$ cat src/rtl/am_pkg.sv
// -----------------------------------------------------------------------------
// am_pkg
// Shared constants and helpers for the transmit alignment marker inserter.
//   - sync header codes
//   - default marker spacing
//   - per-lane marker M bytes
//   - am_marker(): builds one lane's marker block around a BIP value
//   - bip_blk():   parity contribution of one 66-bit block to a lane BIP
// -----------------------------------------------------------------------------
package am_pkg;

    typedef logic [7:0] bip_t;

    localparam int AM_HEAD_W   = 2;
    localparam int AM_DATA_W   = 64;
    localparam int AM_BLOCK_W  = AM_HEAD_W + AM_DATA_W;
    localparam int AM_GAP_N_DEF = 16383;
    localparam int AM_LANES    = 4;

    localparam logic [1:0] SYNC_CTRL = 2'b10;
    localparam logic [1:0] SYNC_DATA = 2'b01;

    // M bytes per lane, written in transmit order M0 M1 M2 M4 M5 M6 (M0 in the top byte).
    localparam logic [47:0] AM_M [0:AM_LANES-1] = '{
        48'h907647_6F89B8,
        48'hF0C4E6_0F3B19,
        48'hC5659B_3A9A64,
        48'hA2793D_5D86C2
    };

    // Marker block: octets M0,M1,M2,BIP3,M4,M5,M6,BIP7 above a control header.
    function automatic logic [AM_BLOCK_W-1:0] am_marker(input logic [47:0] m, input bip_t bip);
        bip_t bip7;
        bip7 = ~bip;
        return {bip7, m[7:0], m[15:8], m[23:16], bip, m[31:24], m[39:32], m[47:40], SYNC_CTRL};
    endfunction

    // Bits 0..6: column parity of the 8 payload octets; bit 7 also folds in header bit0^bit1.
    function automatic bip_t bip_blk(input logic [AM_BLOCK_W-1:0] blk);
        bip_t p;
        p = 8'h00;
        for (int n = 0; n < 8; n++) begin
            p = p ^ blk[AM_HEAD_W + 8*n +: 8];
        end
        p[7] = p[7] ^ blk[0] ^ blk[1];
        return p;
    endfunction

endpackage

$ cat src/rtl/am_bip_acc.sv
// -----------------------------------------------------------------------------
// am_bip_acc
// One lane's running BIP accumulator.
// Ports:
//   clk, reset  : clock, asynchronous active-high reset (clears to 0)
//   i_load      : replace the accumulator with i_bip (marker slot)
//   i_xor       : fold i_bip into the accumulator (accepted data block)
//   i_bip       : parity contribution of the block emitted this cycle
//   o_acc       : current accumulator value
// -----------------------------------------------------------------------------
module am_bip_acc
    import am_pkg::*;
(
    input  logic clk,
    input  logic reset,
    input  logic i_load,
    input  logic i_xor,
    input  bip_t i_bip,
    output bip_t o_acc
);

    bip_t r_acc;

    // Accumulator register: load wins over xor, otherwise hold.
    always_ff @(posedge clk or posedge reset) begin
        if (reset) begin
            r_acc <= 8'h00;
        end else if (i_load) begin
            r_acc <= i_bip;
        end else if (i_xor) begin
            r_acc <= r_acc ^ i_bip;
        end else begin
            r_acc <= r_acc;
        end
    end

    assign o_acc = r_acc;

endmodule

$ cat src/rtl/am_tx.sv
// -----------------------------------------------------------------------------
// am_tx
// Transmit alignment marker inserter. Every GAP_N+1 emitted blocks it sends
// one marker per lane (carrying the lane's running BIP3/BIP7) followed by
// GAP_N upstream blocks. Upstream is stalled with ready_o during marker slots.
// Ports:
//   clk, reset  : clock, asynchronous active-high reset
//   valid_i     : block_i holds one valid block per lane
//   block_i     : LANE_N blocks, lane l at [l*BLOCK_W +: BLOCK_W]
//   ready_o     : low in the marker slot; accept = valid_i && ready_o
//   valid_o     : block_o valid this cycle (registered)
//   block_o     : emitted blocks, same layout as block_i (registered)
//   marker_v_o  : block_o is an alignment marker on every lane (registered)
// -----------------------------------------------------------------------------
module am_tx
    import am_pkg::*;
#(
    parameter int LANE_N  = 4,
    parameter int HEAD_W  = 2,
    parameter int DATA_W  = 64,
    parameter int BLOCK_W = HEAD_W + DATA_W,
    parameter int GAP_N   = AM_GAP_N_DEF
) (
    input  logic                      clk,
    input  logic                      reset,
    input  logic                      valid_i,
    input  logic [LANE_N*BLOCK_W-1:0] block_i,
    output logic                      ready_o,
    output logic                      valid_o,
    output logic [LANE_N*BLOCK_W-1:0] block_o,
    output logic                      marker_v_o
);

    localparam int CNT_W = $clog2(GAP_N + 1);

    logic [CNT_W-1:0]          r_cnt;
    logic                      r_valid;
    logic                      r_marker;
    logic [LANE_N*BLOCK_W-1:0] r_block;

    logic                      w_mark_slot;
    logic                      w_take;
    logic [LANE_N*BLOCK_W-1:0] w_marker_all;

    assign w_mark_slot = (r_cnt == '0);
    // A data block is consumed only in a data slot; in the marker slot it stays upstream.
    assign w_take      = (!w_mark_slot) && valid_i;

    for (genvar g = 0; g < LANE_N; g++) begin : g_lane
        logic [BLOCK_W-1:0] w_marker;
        bip_t               w_acc;
        bip_t               w_bip;

        assign w_marker = am_marker(AM_M[g % AM_LANES], w_acc);
        // In the marker slot the accumulator restarts from the marker's own parity.
        assign w_bip    = w_mark_slot ? bip_blk(w_marker)
                                      : bip_blk(block_i[g*BLOCK_W +: BLOCK_W]);
        assign w_marker_all[g*BLOCK_W +: BLOCK_W] = w_marker;

        am_bip_acc u_acc (
            .clk    (clk),
            .reset  (reset),
            .i_load (w_mark_slot),
            .i_xor  (w_take),
            .i_bip  (w_bip),
            .o_acc  (w_acc)
        );
    end

    // Slot counter: marker slot -> 1; accepted data advances with wrap GAP_N -> 0; idle holds.
    always_ff @(posedge clk or posedge reset) begin
        if (reset) begin
            r_cnt <= '0;
        end else if (w_mark_slot) begin
            r_cnt <= CNT_W'(1);
        end else if (w_take) begin
            if (r_cnt == CNT_W'(GAP_N)) begin
                r_cnt <= '0;
            end else begin
                r_cnt <= r_cnt + CNT_W'(1);
            end
        end else begin
            r_cnt <= r_cnt;
        end
    end

    // Output register: marker, pass-through, or idle with block_o held.
    always_ff @(posedge clk or posedge reset) begin
        if (reset) begin
            r_valid  <= 1'b0;
            r_marker <= 1'b0;
            r_block  <= '0;
        end else if (w_mark_slot) begin
            r_valid  <= 1'b1;
            r_marker <= 1'b1;
            r_block  <= w_marker_all;
        end else if (w_take) begin
            r_valid  <= 1'b1;
            r_marker <= 1'b0;
            r_block  <= block_i;
        end else begin
            r_valid  <= 1'b0;
            r_marker <= 1'b0;
            r_block  <= r_block;
        end
    end

    assign ready_o    = !w_mark_slot;
    assign valid_o    = r_valid;
    assign marker_v_o = r_marker;
    assign block_o    = r_block;

endmodule
$ cat config.mk
export PLATFORM = sky130hd
export DESIGN_NAME = am_tx
export DESIGN_NICKNAME = d
export VERILOG_FILES = /design/src/rtl/am_pkg.sv /design/src/rtl/am_bip_acc.sv /design/src/rtl/am_tx.sv
export SDC_FILE = /design/constraint.sdc
export NUM_CORES = 1
export LEC_CHECK = 0
export CAP_MARGIN = 40
export CORE_AREA = 4 4 207 209
export DETAILED_ROUTE_END_ITERATION = 10
export DIE_AREA = 0 0 211 213
export PLACE_DENSITY = 0.68
export SLEW_MARGIN = 20
export SYNTH_ARGS = -nofsm -noshare
export SYNTH_HDL_FRONTEND = slang
export SYNTH_SLANG_ARGS = --single-unit
$ cat constraint.sdc
create_clock -name clk -period 32.2 [get_ports clk]
set_input_delay 4.83 -clock clk [delete_from_list [all_inputs] [get_ports clk]]
set_output_delay 4.83 -clock clk [all_outputs]
set_load 0.1 [all_outputs]
==> impl_metrics.tcl <==
set metrics [dict create \
    status "complete, no violations" \
    numCtsBuffers 38 \
    cts_tree "yes" \
    port_buffers 533 \
    die-area_mm2 0.0449 \
    dr.first_iter.drc_count 719 \
    first_pass_iters 5 \
    viasPerCell 4.94 \
    coreArea_mm2 0.0408 \
    clock_skew_ns 0.0282 \
    clk_latency_ns 0.54 \
    power.total_w 0.00168 \
    hp-start "r_cnt[12]" \
    drt-total-wl_um 57900 \
    finalSetupViolations 0 \
    track_usage 0.252 \
    tightest_slew_ns 0.936 \
    drv_slew 0 \
    cellPowerDensity_mw_per_mm2 60.0 \
    yosysSeqAreaShare 0.512 \
    timing.final.ws_setup_ns 24.82 \
    fp.dieH_um 213 \
    vdd_drop_max_v 0.0000455 \
    post_cts_buffers 0 \
    ys_types 28 \
    whs_path_depth 1 \
    drcViolationCount 0 \
    ys_seq_elements 312 \
    grt_overflow 0 \
    reg2reg_setup_slack_ns 29.26 \
    hold_path_end "r_cnt[12]" \
    path_max_fanout 6 \
    cp.required_ns 27.37 \
    reg2reg_depth 8 \
    drive_gt1_frac 0.160 \
    start_util 0.374 \
    synth_cells 1370 \
    fin_setup_tns_ns 0 \
    synth_top_area_frac 0.512 \
    place_ws_ns 24.52 \
    postRouteAntennaNets 0 \
    ctsHoldBuffers 0 \
    worstReg2RegEnd "block_o[59]" \
    synth.avg_cell_area_um2 11.1 \
    endpoint_kind "output port" \
    cp.arrival_ns 2.55 \
    path_clk_slew_ns 0.06 \
    relSlewSlack 0.376 \
    root_buffer "clkbuf_16" \
    die_w_um 211 \
    grt_start_max_net_pins 191 \
    yosys_warnings 0 \
    r2r-start "r_cnt[0]" \
    fin_nets 2416 \
    grt_antenna_before_repair 2 \
    synth_top_cell_by_area "dfrtp_1" \
    clock_path_buffers 3 \
    syn_nets 1639 \
    row_count 74 \
    cts_resized 0 \
    cts_max_level 2 \
    vias 13368 \
    worstSetupPathType "flip-flop to output port" \
    wire_per_inst_um 21.4 \
    power.leakage_nw 12.6 \
    grt_pass1_wl_um 88300 \
    netlist_area_mm2 0.0153 \
    grt_pass1_vias 14974 \
    rsz0062_at_grt "false" \
    gp_congestion 0.817 \
    syn_to_final_growth_pct 84.2 \
    clkSinkCount 312 \
    cap_violations 0 \
    dp_hpwl_um 43100 \
    critPathLaunchType "flip-flop" \
    fin_crit_sh 0.229 \
    io_pins 534 \
    hold_violations 0 \
    max_freq_mhz 135 \
    hold_path_class "flip-flop to flip-flop" \
    ys_top_cells_by_area "dfrtp_1 51%, mux2i_1 17%, xnor2_1 12%, nor2_1 4.1%, nand2_1 3.5%" \
    period_needed_ns 7.38 \
]
## cells in the final DEF (no fill, tap or decap), types with 6 or more instances in the layout
cell type	netlist	final
clkdlybuf4s50_1	0	531
dfrtp_1	312	312
mux2i_1	265	265
xnor2_1	210	210
nor2_1	166	166
nand2_1	141	141
buf_16	0	141
buf_8	0	131
a21oi_1	61	61
clkbuf_16	0	39
xor2_1	36	36
o21bai_1	29	29
a31o_1	26	26
o21ai_0	12	12
clkbuf_8	0	10
buf_4	12	9
nand4_1	6	6
bufinv_16	0	6
## registers in the layout, summed over array words and instances, names as in the netlist
name,count
valid_o,1
r_cnt,14
marker_v_o,1
g_lane.u_acc.o_acc,32
block_o,264
## kinds of logic (layout without fill, tap and decap cells)
group,Yosys count,after routing,share of synthesized area
AOI/OAI and AO/OA,135,135,0.0567
other,0,2,0
muxes,265,265,0.174
xor gates and xnor gates,246,246,0.141
and+or+nand+nor,328,328,0.0841
buffers and inverters,82,883,0.0307
adders and majority gates,2,2,0.00164
DFF,312,312,0.512
## per-layer routing
layer,vias up,global-route usage,part of all wire
met5,-,0,0
met4,0,0.103,0.041
met3,129,0.0591,0.063
met2,502,0.437,0.51
met1,6604,0.302,0.38
li1,6133,-,-
## cells in the mapped netlist
cell type  instances
buf_6              7
nor3_1             4
nand3_1            4
nand3b_1           1
o31ai_1            1
dfrtp_1          312
ha_1               2
buf_4             12
buf_2             50
o21bai_1          29
o21ai_0           12
xor2_1            36
a31o_2             2
xnor2_1          210
inv_1              4
a21oi_1           61
nand2b_1           1
nor2_1           166
nor4_1             1
a21boi_0           4
a31o_1            26
mux2i_1          265
inv_2              1
and3_1             3
nor4b_2            1
nand4_1            6
nand2_1          141
clkbuf_1           8
## metrics by stage
step	cells	util	cell area [µm²]	hold slack, ns
final	2705	0.688	28100	0.489
after global routing	2705	0.688	28100	0.523
after CTS	2703	0.688	28100	0.493
after detailed placement	2639	0.655	26800	0.482
after global placement	2367	0.512	20900	0.480
after floorplan	1370	-	15300	0.461
## power by group
group | internal [W] | switching, W
clock | 0.000291 | 0.000171
sequential | 0.000450 | 0.0000436
combinational | 0.000312 | 0.000417
total | 0.00105 | 0.000632
## layout make-up
cell class	instances	area (µm²)
fill	2601	12700
timing repair buffer	814	11300
sequential	312	7810
multi-input combinational	976	6980
clock buffer	53	1130
tap	532	666
clock inverter	11	209
inverter	5	31.3
antenna	2	5.00
## worst max path at each step
stage             start            to  slack (ns)  cells past startpoint
6_report       r_cnt[0]       ready_o       24.82                      6
5_1_grt        r_cnt[0]       ready_o       24.63                      6
4_1_cts        r_cnt[0]       ready_o       24.76                      6
3_5_place_dp    valid_i  block_o[101]       24.52                      6
3_3_place_gp    valid_i   block_o[97]       24.42                      5
2_1_floorplan     reset    block_o[0]       18.74                      1
## worst max-delay path: stages, from the launching register on
cell,delay [ns]
dfrtp_1,0.43
inv_1,0.09
ha_1,0.14
nor4b_2,0.18
nand4_1,0.40
clkdlybuf4s50_1,0.59
buf_8,0.18
Note: power is estimated with default switching activity, not from simulation.
